--- config.mk ---
export PLATFORM = sky130hd
export DESIGN_NAME = lpc_io_target
export DESIGN_NICKNAME = d
export VERILOG_FILES = /design/src/rtl/lpc_pkg.sv /design/src/rtl/lpc_io_target.sv
export SDC_FILE = /design/constraint.sdc
export NUM_CORES = 1
export LEC_CHECK = 0
export CORE_MARGIN = 2
export CORE_UTILIZATION = 58
export DETAILED_ROUTE_END_ITERATION = 12
export GPL_ROUTABILITY_DRIVEN = 0
export PLACE_DENSITY = 0.85
export SLEW_MARGIN = 0
export SYNTH_ARGS = -nofsm -noshare
export SYNTH_HDL_FRONTEND = slang
export SYNTH_SLANG_ARGS = --single-unit
--- constraint.sdc ---
create_clock -name LpcClock -period 5.6 [get_ports LpcClock]
set_input_delay 0.56 -clock LpcClock [delete_from_list [all_inputs] [get_ports LpcClock]]
set_output_delay 0.56 -clock LpcClock [all_outputs]
set_load 0.05 [all_outputs]
--- src/rtl/lpc_pkg.sv ---
// Shared LPC target types and bus encodings.
package lpc_pkg;

  typedef enum logic [3:0] {
    ST_IDLE,
    ST_CYCTYPE,
    ST_ADDR,
    ST_WDATA,
    ST_HTAR,
    ST_SYNC,
    ST_RDATA,
    ST_TTAR,
    ST_SKIP
  } lpc_state_t;

  localparam logic [3:0] LPC_START  = 4'h0;
  localparam logic [3:0] LPC_ABORT  = 4'hF;
  localparam logic [3:0] CYC_IO_RD  = 4'h0;
  localparam logic [3:0] CYC_IO_WR  = 4'h2;
  localparam logic [3:0] SYNC_READY = 4'h0;
  localparam logic [3:0] SYNC_LWAIT = 4'h6;

endpackage

--- src/rtl/lpc_io_target.sv ---
// LPC I/O-cycle target: decodes host I/O reads/writes into a 32-byte window,
// strobes register writes and returns bank read data with SYNC/TAR framing.
// LAD drive and all register-side outputs are flops loaded from the next
// state, so every pin changes cleanly on the clock edge.
module lpc_io_target
  import lpc_pkg::*;
#(
  parameter logic [15:0] BASE_ADDR = 16'h0800,
  parameter int          SYNC_WAIT = 0
) (
  input  logic       LpcClock,
  input  logic       PciReset,
  input  logic       LFrame_n,
  input  logic [3:0] LadIn,
  output logic [3:0] LadOut,
  output logic       LadOe,
  output logic [7:0] Addr,
  output logic       Wr,
  output logic [7:0] DataWr,
  input  logic [7:0] RdData
);

  localparam logic [3:0] SYNC_LOAD = 4'(SYNC_WAIT);

  lpc_state_t  state_q, state_d;
  logic [1:0]  cnt_q, cnt_d;         // nibble index within ADDR/WDATA/HTAR/RDATA/TTAR
  logic [3:0]  wait_q, wait_d;       // remaining long-wait SYNC nibbles
  logic        is_wr_q, is_wr_d;
  logic [11:0] io_addr_q, io_addr_d; // first three address nibbles
  logic [7:0]  rd_q, rd_d;           // read data latched at the end of host TAR
  logic [7:0]  addr_q, addr_d;
  logic [7:0]  data_q, data_d;
  logic        wr_q, wr_d;
  logic [3:0]  lad_out_q, lad_out_d;
  logic        lad_oe_q, lad_oe_d;
  logic [15:0] full_addr;

  assign full_addr = {io_addr_q, LadIn};

  // Next-state and datapath: LFrame_n low overrides everything (START/abort).
  always_comb begin
    state_d   = state_q;
    cnt_d     = cnt_q;
    wait_d    = wait_q;
    is_wr_d   = is_wr_q;
    io_addr_d = io_addr_q;
    rd_d      = rd_q;
    addr_d    = addr_q;
    data_d    = data_q;
    wr_d      = 1'b0;
    if (!LFrame_n) begin
      state_d = (LadIn == LPC_START) ? ST_CYCTYPE : ST_IDLE;
      cnt_d   = '0;
    end else begin
      unique case (state_q)
        ST_IDLE: ;
        ST_CYCTYPE: begin
          cnt_d = '0;
          if (LadIn == CYC_IO_RD) begin
            state_d = ST_ADDR;
            is_wr_d = 1'b0;
          end else if (LadIn == CYC_IO_WR) begin
            state_d = ST_ADDR;
            is_wr_d = 1'b1;
          end else begin
            state_d = ST_SKIP;
          end
        end
        ST_ADDR: begin
          io_addr_d = {io_addr_q[7:0], LadIn};
          cnt_d     = cnt_q + 2'd1;
          if (cnt_q == 2'd3) begin
            if (full_addr[15:5] == BASE_ADDR[15:5]) begin
              addr_d  = {3'b000, full_addr[4:0]};
              state_d = is_wr_q ? ST_WDATA : ST_HTAR;
            end else begin
              state_d = ST_SKIP;
            end
          end
        end
        ST_WDATA: begin
          if (cnt_q == 2'd0) begin
            data_d[3:0] = LadIn;
            cnt_d       = 2'd1;
          end else begin
            data_d[7:4] = LadIn;
            wr_d        = 1'b1;
            cnt_d       = '0;
            state_d     = ST_HTAR;
          end
        end
        ST_HTAR: begin
          if (cnt_q == 2'd0) begin
            cnt_d = 2'd1;
          end else begin
            cnt_d   = '0;
            wait_d  = SYNC_LOAD;
            state_d = ST_SYNC;
            if (!is_wr_q) rd_d = RdData;
          end
        end
        ST_SYNC: begin
          if (wait_q != 4'd0) begin
            wait_d = wait_q - 4'd1;
          end else begin
            cnt_d   = '0;
            state_d = is_wr_q ? ST_TTAR : ST_RDATA;
          end
        end
        ST_RDATA: begin
          if (cnt_q == 2'd0) begin
            cnt_d = 2'd1;
          end else begin
            cnt_d   = '0;
            state_d = ST_TTAR;
          end
        end
        ST_TTAR: begin
          if (cnt_q == 2'd0) begin
            cnt_d = 2'd1;
          end else begin
            cnt_d   = '0;
            state_d = ST_IDLE;
          end
        end
        ST_SKIP: ;
        default: state_d = ST_IDLE;
      endcase
    end
  end

  // LAD drive for the coming cycle, decoded from the next state.
  always_comb begin
    lad_oe_d  = 1'b0;
    lad_out_d = LPC_ABORT;
    unique case (state_d)
      ST_SYNC: begin
        lad_oe_d  = 1'b1;
        lad_out_d = (wait_d != 4'd0) ? SYNC_LWAIT : SYNC_READY;
      end
      ST_RDATA: begin
        lad_oe_d  = 1'b1;
        lad_out_d = (cnt_d == 2'd0) ? rd_d[3:0] : rd_d[7:4];
      end
      ST_TTAR: lad_oe_d = (cnt_d == 2'd0);
      default: ;
    endcase
  end

  // State and output registers; reset releases LAD immediately.
  always_ff @(posedge LpcClock or negedge PciReset) begin
    if (!PciReset) begin
      state_q   <= ST_IDLE;
      cnt_q     <= '0;
      wait_q    <= '0;
      is_wr_q   <= 1'b0;
      io_addr_q <= '0;
      rd_q      <= '0;
      addr_q    <= '0;
      data_q    <= '0;
      wr_q      <= 1'b0;
      lad_out_q <= LPC_ABORT;
      lad_oe_q  <= 1'b0;
    end else begin
      state_q   <= state_d;
      cnt_q     <= cnt_d;
      wait_q    <= wait_d;
      is_wr_q   <= is_wr_d;
      io_addr_q <= io_addr_d;
      rd_q      <= rd_d;
      addr_q    <= addr_d;
      data_q    <= data_d;
      wr_q      <= wr_d;
      lad_out_q <= lad_out_d;
      lad_oe_q  <= lad_oe_d;
    end
  end

  assign LadOut = lad_out_q;
  assign LadOe  = lad_oe_q;
  assign Addr   = addr_q;
  assign Wr     = wr_q;
  assign DataWr = data_q;

endmodule

Yosys cells after proc, flatten, opt, wreduce, memory -nomap -nowiden
Index checks and enable logic that the tools add are counted.
{"block": "word_totals", "elab_cells": 79, "register_bits": 50}
{"block": "classes", "reduce_logical": 15, "n_bitwise": 1, "mux": 35, "add_sub_neg": 2, "eq_ne": 14}
{"operator": "4-bit 2-to-1 mux", "n": 14}
{"operator": "8-bit 2-to-1 mux", "n": 4}
{"operator": "4-bit one-hot mux with 8 select lines", "n": 1}
{"operator": "4-bit by 3-bit == test with 1-bit output (second input constant)", "n": 7}
{"operator": "4-bit one-hot mux with 2 select lines", "n": 2}
{"operator": "4-bit by 2-bit == test with 1-bit output (second input constant)", "n": 3}
{"operator": "11-bit by 7-bit == test with 1-bit output (second input constant)", "n": 1}
{"operator": "3-bit AND reduction", "n": 3}
{"operator": "4-bit logical NOT", "n": 2}
{"operator": "1-bit 2-to-1 mux", "n": 8}
{"operator": "2-bit one-hot mux with 4 select lines", "n": 1}
{"operator": "4-bit nonzero test", "n": 2}
{"operator": "3-bit 2-to-1 mux", "n": 2}
{"operator": "4-bit by 1-bit == test with 1-bit output (second input constant)", "n": 1}
{"operator": "4-bit == test (second input constant)", "n": 1}
{"operator": "2-bit logical NOT", "n": 2}
{"operator": "2-bit 2-to-1 mux", "n": 2}
{"operator": "4-bit AND reduction", "n": 1}
{"operator": "2-bit OR reduction", "n": 2}
{"operator": "4-bit OR reduction", "n": 1}
{"operator": "4-bit by 1-bit subtractor with 4-bit output (second input constant)", "n": 1}
{"operator": "2-bit by 1-bit adder with 2-bit output (second input constant)", "n": 1}
{"operator": "2-bit == test (second input constant)", "n": 1}
{"operator": "1-bit one-hot mux with 2 select lines", "n": 1}
{"operator": "3 further kinds", "n": 3}

Logic depth before layout (Yosys ltp)
{"block": "depth", "ltp_word": 8, "depth_mapped": 9, "depth_no_buf": 9}

Least setup slack after synthesis
OpenSTA, ideal clock, no wires.
{"block": "synth_timing", "kind": "input -> register", "start": "input LFrame_n", "end": "register lad_out_q[3] (netlist: LadOut[3])", "t_arrival_ns": 2.140, "path_buffers": 2, "setup_ns": 0.077, "slack_ns": 3.383, "required_time_ns": 5.523, "stages": 7, "cell_sequence": "buf_2 > nand4bb_4 > or4_1 > buf_6 > mux2_4 > mux2_2 > o21a_1"}
{"block": "synth_via", "word_cells_on_any_way": 8, "classes_between": "eq/ne: 2; mux: 5; reduce/logical: 1"}
{"item": "start: declaration", "line_no": "lpc_io_target.sv:13", "source": "input logic LFrame_n,"}
{"item": "8-bit 2-to-1 mux", "line_no": "lpc_io_target.sv:51", "source": "if (!LFrame_n) begin"}
{"item": "net rd_d[3]", "line_no": "lpc_io_target.sv:30", "source": "logic [7:0] rd_q, rd_d;"}
{"item": "4-bit 2-to-1 mux", "line_no": "lpc_io_target.sv:143", "source": "lad_out_d = (cnt_d == 2'd0) ? rd_d[3:0] : rd_d[7:4];"}
{"item": "4-bit one-hot mux with 2 select lines", "line_no": "lpc_io_target.sv:136", "source": "unique case (state_d)"}
{"item": "net lad_out_d[3]", "line_no": "lpc_io_target.sv:34", "source": "logic [3:0] lad_out_q, lad_out_d;"}
{"item": "end signal: assignment", "line_no": "lpc_io_target.sv:174", "source": "lad_out_q <= lad_out_d;"}
{"item": "end: declaration", "line_no": "lpc_io_target.sv:34"}
The timed path passes the listed nets, and every way through them passes these cells.
A chain may end at the register's enable or synchronous reset.

Worst setup path in the final report
{"block": "layout_timing", "start": "input LFrame_n", "end": "register wait_q[0]"}
{"block": "layout_via", "elab_chain_cells": 1}
{"item": "4-bit 2-to-1 mux", "line_no": "lpc_io_target.sv:51"}
{"item": "net wait_d[0]", "line_no": "lpc_io_target.sv:27", "source": "logic [3:0] wait_q, wait_d;"}
{"item": "end signal: assignment", "line_no": "lpc_io_target.sv:167", "source": "wait_q <= wait_d;"}
{"item": "end: declaration", "line_no": "lpc_io_target.sv:27"}
The timed path passes the listed nets, and every way through them passes these cells.

==> metrics.md <==
| Metric | Value |
|---|---|
| Status | complete, no violations |
| Global-route wire length before repair | between 8000 and 9000 µm |
| Hold Buf Count CTS | 0 |
| Final core utilization | 71.3% |
| Maximum vdd drop | roughly 0.18 mV |
| Post-synth top area cell | dfrtp_1 |
| Max Clock Skew | 0.00399 ns |
| Avg WL per Cell | 15.6 µm |
| Measured slew at the worst slew-check pin | 0.606 ns |
| Setup crit start | LFrame_n |
| Core Region | between 4000 and 5000 µm² |
| Top FF cell, synth | dfrtp_1 |
| Achievable Freq | 350 MHz |
| N_diodes | 0 |
| Root buf cell | clkbuf_8 |
| Cell family with most CP delay | simple AND/OR/NAND/NOR gates |
| CP bufs+invs | 1 |
| Max Fanout on Critical Path | 15 |
| Crit path capture type | flip-flop |
| Critical Path AT | roughly 3 ns |
| Vias per cell | 5.76 |
| Overall power | slightly above 0.0006 W |
| Top cell by count, worst path | nand3_1 |
| Worst Path Class, Setup | input pin to flip-flop |
| HPWL after DPL | approximately 3500 µm |
| Worst rel slew slack | between 50% and 60% |
| Setup TNS | 0 ns |
| Max Slew Vio Count | 0 |
| Final setup fails | 0 |
| Max-cap violation count | 0 |
| Total congestion overflow | 0 |
| CTS H-Tree Depth | 2 |
| Via count | about 1800 |
| Row cnt | 23 |
| RSZ-0062 raised after global routing | no |
| I/O pin total | 37 |
| Share of the synthesized area in the top cell type | between 40% and 50% |
| Cell Count, Final, Fillers Out | 310 |
| Clock Tree Buf Depth | 2 |
| Syn Area/Cell | between 10 and 15 µm² |
| Post-route DRC | 0 |
| CTS Buf Count | 5 |
| Die Width | 69.3 µm |
| Crit path cell chain | clkdlybuf4s50_1, nor2b_1, nand3_1, nor3_1, or3_1, nand3_1, a21o_1 |
| Post-synthesis cell area | roughly 2500 µm² |
| CTS tree | built |
| Post-synth cell types | just under 50 |
| Die height | roughly 70 µm |
| Initial antenna violation count | 0 |
| Largest stage delay, worst path | 0.69 ns |
| Worst EP required | between 5 and 6 ns |
| Post-synth EDFFs | 0 |
| Detailed Route Iter0 Violations | roughly 190 |
| Final Critical Period | about 2.9 ns |
| Area grow syn2layout | 16.9% |
| Tcrit/Tclk final | 51.0% |
| Final wirelength | between 4000 and 5000 µm |
| Clock Sinks | 50 |
| Die Area | between 4000 and 5000 µm² |
| Dpl cells | slightly above 300 |
| First drt pass iteration count | 4 |
| Post-synthesis instance total | around 230 |
| Power per cell area | 212 nW/µm² |
| Final nets | roughly 280 |
| #FFs+latches synth | 50 |
| Layout cell share with drive strength beyond 1 | 15.0% |
| Top cells by area, synth | dfrtp_1, nand2_1, mux2_2 |
| Post-route cell area | approximately 2900 µm² |
| Reg2Reg Launch Point | wait_q[0]$_DFF_PN0_ |
| Initial Util | between 60% and 70% |
| Post-CTS resize count | 0 |
| Synth warn | 0 |
| # port buffers | 33 |
| Dpl cell area | about 2800 µm² |
| Fraction of registers with async set/reset | between 90% and 100% |
| Slowest CP cell | clkdlybuf4s50_1 |
| Worst Hold Class | input pin to async pin |
| Worst-Skew Late Latency | approximately 0.30 ns |
| Antenna violation net count after detailed routing | 0 |
| Post-CTS setup buffers | 0 |
| Register area share after synthesis | about half |
| Clk pin slew, worst setup/hold paths | 0.09 ns |
| Leak Pwr | ~1.4 nW |
| Final hold vios | 0 |
| Largest net degree at the start of global routing | 51 |
| Vias in the first global route | 1700 |
| CP Launch Type | input pin |
| GRT Overall Usage | a little over a fifth |
## worst register-to-register path: stages (launching register included)
cell and delay [ns]:
dfrtp_1 0.42, inv_1 0.07, ha_1 0.19, nor3b_1 0.31, nor3_1 0.11, o31a_1 0.30
a221oi_2 0.44, mux2_2 0.39, o21a_1 0.19
## flip-flops by register name, summed over array words and instances, names as in the netlist
register,count
DataWr,8
cnt_q,2
Addr,5
io_addr_q,12
Wr,1
is_wr_q,1
LadOut,4
LadOe,1
wait_q,4
state_q,4
rd_q,8
## kinds of logic (layout without fill, tap and decap cells)
group           Yosys count  after routing  share of synthesized area, %
simple gates             93             93                          19.7
flops                    50             50                          50.8
buf+inv                  22             51                          4.55
other cells               1              3                         0.152
fa+ha+maj                 3              3                          1.52
mux                      27             27                          13.5
compound gates           33             33                          9.81
## layout make-up
class,instances,area (µm²)
multi-input cells,159,1110
clock buffers,6,82.6
repair buffers,34,333
inverters,9,33.8
well taps,50,62.6
flip-flops and latches,50,1260
clock inverters,2,12.5
fillers,279,1160
## metal layers
layer / track usage (%) / share of wire [%]
met5: 0 / 0
met2: 31.7 / 45
met1: 32.5 / 47
met3: 5.23 / 7.0
met4: 5.66 / 1.1
## cells in the mapped netlist, types with 2 or more instances
library cell,number
inv_1,9
nand2b_1,3
clkbuf_1,5
nand2_1,45
nor3b_1,2
and3_1,3
buf_2,3
o21ai_1,3
dfrtp_1,46
mux2_4,8
or3b_1,2
o31a_1,2
a21oi_1,5
nand4_1,3
a21o_1,4
nor2_1,10
dfstp_2,4
nand3_1,6
or3_1,3
buf_4,3
mux2_1,6
nor2b_1,2
a32o_1,2
o21a_1,5
buf_6,2
mux2_2,13
a31oi_1,2
a211oi_1,2
ha_1,3
nor3_1,4
## cell usage in the layout, fill, tap and decap left out, types with 4 or more instances in the layout
cell             synthesis  final
a21o_1                   4      4
a21oi_1                  5      5
clkbuf_8                 0      6
clkdlybuf4s50_1          0     32
dfrtp_1                 46     46
dfstp_2                  4      4
inv_1                    9      9
mux2_1                   6      6
mux2_2                  13     13
mux2_4                   8      8
nand2_1                 45     45
nand3_1                  6      6
nor2_1                  10     10
nor3_1                   4      4
o21a_1                   5      5
## per-stage QoR
stage,setup slack (ns),hold WS [ns]
finish,2.74,0.343
detailed placement,2.47,0.466
CTS,2.77,0.378
floorplan,3.38,0.264
global route,2.52,0.410
global placement,2.53,0.467
## power breakdown
group | leakage, nW | internal, W | switching [W] | total, W
sequential | 0.679 | 0.000363 | 0.00000300 | 0.000366
clock | 0.0472 | 0.0000994 | 0.000114 | 0.000214
combinational | 0.684 | 0.0000130 | 0.0000211 | 0.0000341
total | 1.41 | 0.000475 | 0.000138 | 0.000614
## final timing paths
path / slack [ns] / endpoint / depth (start not counted)
setup / recovery: 2.74 / wait_q[0]$_DFF_PN0_ / 7
max in group asynchronous: 4.84 / wait_q[1]$_DFF_PN0_ / 2
hold / removal: 0.34 / cnt_q[0]$_DFF_PN0_ / 2
min in group LpcClock: 0.49 / Addr[1]$_DFFE_PN0P_ / 1
hold reg to reg: 0.49 / Addr[1]$_DFFE_PN0P_ / 1
setup reg to reg: 3.12 / LadOut[3]$_DFF_PN1_ / 8
No activity file was read; power rests on OpenSTA's default activity.
==> RTL edit 1 (same flow settings) <==
Set the parameter `SYNC_WAIT` to 1 (it was 0).
--- a/src/rtl/lpc_io_target.sv
+++ b/src/rtl/lpc_io_target.sv
@@ -6,7 +6,7 @@
   import lpc_pkg::*;
 #(
   parameter logic [15:0] BASE_ADDR = 16'h0800,
-  parameter int          SYNC_WAIT = 0
+  parameter int          SYNC_WAIT = 1
 ) (
   input  logic       LpcClock,
   input  logic       PciReset,
Formal check against the unedited RTL: not equivalent (Yosys sat finds a counterexample within 10 cycles, from zero or initial values and one cycle with PciReset low).
==> RTL edit 1 against the unedited design <==
  * Worst setup slack worse by 0.062 ns
  * Via count is 7.1% lower
  * Sequential cell count stayed put
  * Highest routed layer unchanged
  * Final area is 2.2% lower
  * Wire length is 2.3% lower
  * Largest cell class unchanged
  * Clock skew is 0.0012 ns higher
  * Hold slack better by 0.11 ns
  * Total power is 6.7% higher
  * Fmax is 2.1% lower
  * Area after synthesis is 4.0% lower
  * Critical endpoint is now LadOut[3]$_DFF_PN1_
  * Critical path type unchanged
==> RTL edit 1: results (changes against the unedited design) <==
INFO  yosys          seq_area_frac_synth=52.9% [+2.1 points]
INFO  yosys          post_synth_main_area_contributors=sky130_fd_sc_hd__dfrtp_1, sky130_fd_sc_hd__mux2_2, sky130_fd_sc_hd__dfstp_2, sky130_fd_sc_hd__mux2i_1, sky130_fd_sc_hd__inv_1
INFO  global_route   globalRouteTotalUtil=22.8% [+1.1 points]
INFO  cells_and_area layout.cells.non_filler=279 [-10%]
INFO  global_route   grt_util_met2=33.9% [+2.1 points]
INFO  setup_path     worst_ep_arrival_time=3.15ns [+0.10 ns]
INFO  power          vdd_ir_drop_max=0.000172V [-2.2%]
INFO  setup_path     max_stage_delay=0.64ns [-0.05 ns]
INFO  detailed_routing route.met3.wl=227um [-33%]
INFO  cells_and_area clock_area_share=3.85% [+0.56 points]
INFO  global_route   grt_util_met1=32.7% [+0.17 points]
INFO  yosys          postSynthCellCount=195 [-15%]
INFO  setup_path     path_max_fanout=14 [-1]
INFO  sta            relSlewSlack=28.3% [-31 points]
INFO  power          leakagePower=1.32nW [-6.3%]
INFO  placed_design  place_ws=2.39ns [-0.0747 ns]
INFO  yosys          post_synth_num_cell_types=51 [+4.1%]
INFO  placed_design  hpwlAfterDp=3.38mm [-3.7%]
INFO  cells_and_area nFillCells=282 [+1.1%]
INFO  cells_and_area post_route_cells_drive_above_1_share=21.4% [+6.4 points]
INFO  detailed_routing routedWlPerCell=16.9um [+8.6%]
INFO  placed_design  dpl-instance-area=2720um^2 [-2.7%]
INFO  cells_and_area final.signal_inverter_count=11 [+2]
INFO  outcome        status=complete, no violations
INFO  setup_path     critPathSlowestCell=sky130_fd_sc_hd__or3b_1
## RTL edit 1: worst paths after layout
kind / to / slack [ns] / cells after the start
setup / recovery: LadOut[3]$_DFF_PN1_ / 2.68 / 7
hold / removal: Addr[3]$_DFFE_PN0P_ / 0.45 / 1
setup reg to reg: LadOut[3]$_DFF_PN1_ / 2.90 / 8
hold reg to reg: rd_q[6]$_DFF_PN0_ / 0.50 / 1
max in group asynchronous: wait_q[1]$_DFF_PN0_ / 4.49 / 1
min in group LpcClock: rd_q[6]$_DFF_PN0_ / 0.50 / 1
## RTL edit 1: cell families after synthesis
logic type      share of synthesized area [%]
compound gates                           9.12
fa+ha+maj                                1.58
buf+inv                                  3.74
flops                                    52.9
mux                                      18.9
other cells                             0.158
simple gates                             13.6
## RTL edit 1: power breakdown
group	leakage [nW]	internal [mW]	total, mW	switching, mW
Combinational	0.589	0.0161	0.0419	0.0258
Clock	0.0579	0.131	0.245	0.114
Sequential	0.674	0.365	0.368	0.00349
Total	1.32	0.512	0.655	0.143
==> RTL edit 2 (config.mk and constraints unchanged) <==
Made on the original files. The 9 states of `lpc_state_t` get a one-hot encoding in 9 bits.
--- a/src/rtl/lpc_pkg.sv
+++ b/src/rtl/lpc_pkg.sv
@@ -1,16 +1,16 @@
 // Shared LPC target types and bus encodings.
 package lpc_pkg;
 
-  typedef enum logic [3:0] {
-    ST_IDLE,
-    ST_CYCTYPE,
-    ST_ADDR,
-    ST_WDATA,
-    ST_HTAR,
-    ST_SYNC,
-    ST_RDATA,
-    ST_TTAR,
-    ST_SKIP
+  typedef enum logic [8:0] {
+    ST_IDLE    = 9'b000000001,
+    ST_CYCTYPE = 9'b000000010,
+    ST_ADDR    = 9'b000000100,
+    ST_WDATA   = 9'b000001000,
+    ST_HTAR    = 9'b000010000,
+    ST_SYNC    = 9'b000100000,
+    ST_RDATA   = 9'b001000000,
+    ST_TTAR    = 9'b010000000,
+    ST_SKIP    = 9'b100000000
   } lpc_state_t;
 
   localparam logic [3:0] LPC_START  = 4'h0;
Formal check against the unedited RTL: no difference found for any inputs over 10 cycles, from zero or initial values and one cycle with PciReset low; not proved beyond that.
==> RTL edit 2 against the unedited design <==
  * Area after synthesis up 15%
  * First-iteration DRC count increased by 130%
  * Worst setup slack got worse by 0.027 ns
  * Total power grew 9.7%
  * Wire length grew 23%
  * Final area up 13%
  * Sequential power grew 9.8%
  * Sequential cell count up 5
  * Global-route usage rose by 2.3 points
  * Critical path type is now flip-flop to flip-flop
  * Critical endpoint is now LadOut[1]$_DFF_PN1_
  * Largest power group unchanged
==> RTL edit 2: results (changes against the unedited design) <==
INFO  outcome        status=complete, no violations
INFO  detailed_routing drt_iter0_drc=438 [+130%]
INFO  placed_design  hpwlAfterDp=4.28mm [+22%]
INFO  sta            clock_skew=0.00619ns [+0.00219 ns]
INFO  setup_path     critPathSlowestCell=sky130_fd_sc_hd__or4b_1
INFO  global_route   via_count_of_the_first_global_routing_pass=2,074 [+22%]
INFO  cells_and_area nFillCells=334 [+20%]
INFO  detailed_routing via_per_inst=6.05 [+5.0%]
INFO  floorplan      std_cell_rows=25 [+8.7%]
INFO  cells_and_area clock_area_share=2.79% [-0.49 points]
INFO  cells_and_area final_core_util=69.2% [-2.0 points]
INFO  yosys          ys_seq_elements=55 [+10%]
INFO  placed_design  place_ws=2.74ns [+0.270 ns]
INFO  detailed_routing routed_wirelength=5.96mm [+23%]
INFO  power          vdd_ir_drop_max=0.000188V [+6.7%]
INFO  yosys          postSynthAreaPerCell=11.0um^2 [+2.0%]
INFO  placed_design  dpl-instance-area=3180um^2 [+14%]
INFO  cells_and_area multiInputCombCellCount=181 [+14%]
INFO  yosys          proportion_of_synthesized_area_in_mux_cells=17.7% [+4.2 points]
INFO  power          leakagePower=1.46nW [+3.6%]
INFO  setup_path     worst_ep_arrival_time=3.11ns [+0.06 ns]
INFO  global_route   grt_start_max_net_pins=56 [+9.8%]
INFO  cells_and_area post_route_cells_drive_above_1_share=19.9% [+4.9 points]
INFO  yosys          synth-xor-area-share=0.925% [+0.92 points]
INFO  cells_and_area register_cell_area_after_layout=1380um^2 [+10%]
INFO  setup_path     path_max_fanout=12 [-3]
INFO  placed_design  dp.cells=346 [+15%]
INFO  yosys          post_synth_top_cells=sky130_fd_sc_hd__dfrtp_1, sky130_fd_sc_hd__mux2_2, sky130_fd_sc_hd__nor2_1
INFO  cells_and_area design.final.nets=304 [+9.7%]
INFO  global_route   globalRouteTotalUtil=23.9% [+2.3 points]
INFO  cells_and_area multi_input_comb_area=1350um^2 [+21%]
INFO  yosys          seq_area_frac_synth=48.7% [-2.1 points]
INFO  yosys          post_synth_num_cell_types=56 [+14%]
INFO  cells_and_area non_clock_buffer_area_share=10.2% [-1.3 points]
INFO  detailed_routing routedWlPerCell=16.8um [+7.9%]
INFO  sta            worst-slew-pin-transition=0.672ns [+0.0668 ns]
==> RTL edit 2: cell count changes after synthesis, moves of 3 or more <==
| cell | unedited run | this run |
|---|---|---|
| sky130_fd_sc_hd__nand2_1 | 45 | 9 |
| sky130_fd_sc_hd__a22oi_1 | 0 | 3 |
| sky130_fd_sc_hd__dfrtp_1 | 46 | 50 |
| sky130_fd_sc_hd__nor2_1 | 10 | 23 |
| sky130_fd_sc_hd__nor4_1 | 1 | 5 |
| sky130_fd_sc_hd__a21o_1 | 4 | 0 |
| sky130_fd_sc_hd__o21a_1 | 5 | 0 |
| sky130_fd_sc_hd__o21ai_0 | 0 | 11 |
| sky130_fd_sc_hd__mux2_1 | 6 | 0 |
| sky130_fd_sc_hd__mux2_2 | 13 | 26 |
| sky130_fd_sc_hd__mux2i_1 | 0 | 9 |
| sky130_fd_sc_hd__a21oi_1 | 5 | 16 |
==> RTL edit 2: routing by layer <==
layer | up-vias | part of all wire, % | global-route usage (%)
li1 | 993 | - | -
met2 | 88 | 47 | 36.1
met3 | 11 | 6.4 | 4.74
met1 | 1049 | 45 | 35.7
met4 | 0 | 1.4 | 6.87
met5 | - | 0 | 0
==> RTL edit 2: power by group through the flow <==
stage | Sequential, mW | Combinational (mW) | Clock (mW)
2_1_floorplan | 0.409 | 0.0305 | 0
3_3_place_gp | 0.410 | 0.0528 | 0
3_5_place_dp | 0.410 | 0.0535 | 0
4_1_cts | 0.402 | 0.0537 | 0.223
5_1_grt | 0.403 | 0.0588 | 0.238
6_report | 0.402 | 0.0538 | 0.218
==> RTL edit 2: path summary, 6_finish.rpt <==
path | start | endpoint | slack, ns | cells after the start
hold / removal | PciReset | io_addr_q[3]$_DFFE_PN0P_ | 0.37 | 2
min in group LpcClock | rd_q[4]$_DFF_PN0_ | rd_q[4]$_DFF_PN0_ | 0.50 | 1
max in group asynchronous | PciReset | state_q[6]$_DFF_PN0_ | 4.79 | 2
setup / recovery | state_q[2]$_DFF_PN0_ | LadOut[1]$_DFF_PN1_ | 2.72 | 7
setup reg to reg | state_q[2]$_DFF_PN0_ | LadOut[1]$_DFF_PN1_ | 2.72 | 7
hold reg to reg | rd_q[4]$_DFF_PN0_ | rd_q[4]$_DFF_PN0_ | 0.50 | 1
==> RTL edit 2: logic make-up (layout without fill, tap and decap cells) <==
logic type,Yosys count,count (layout)
AND/OR/NAND/NOR,81,81
flip-flops,55,55
AO/OA/AOI/OAI,48,48
multiplexers,43,43
buffers and inverters,24,51
adder cells (fa/ha/maj),3,3
XOR/XNOR,3,3
other,1,3
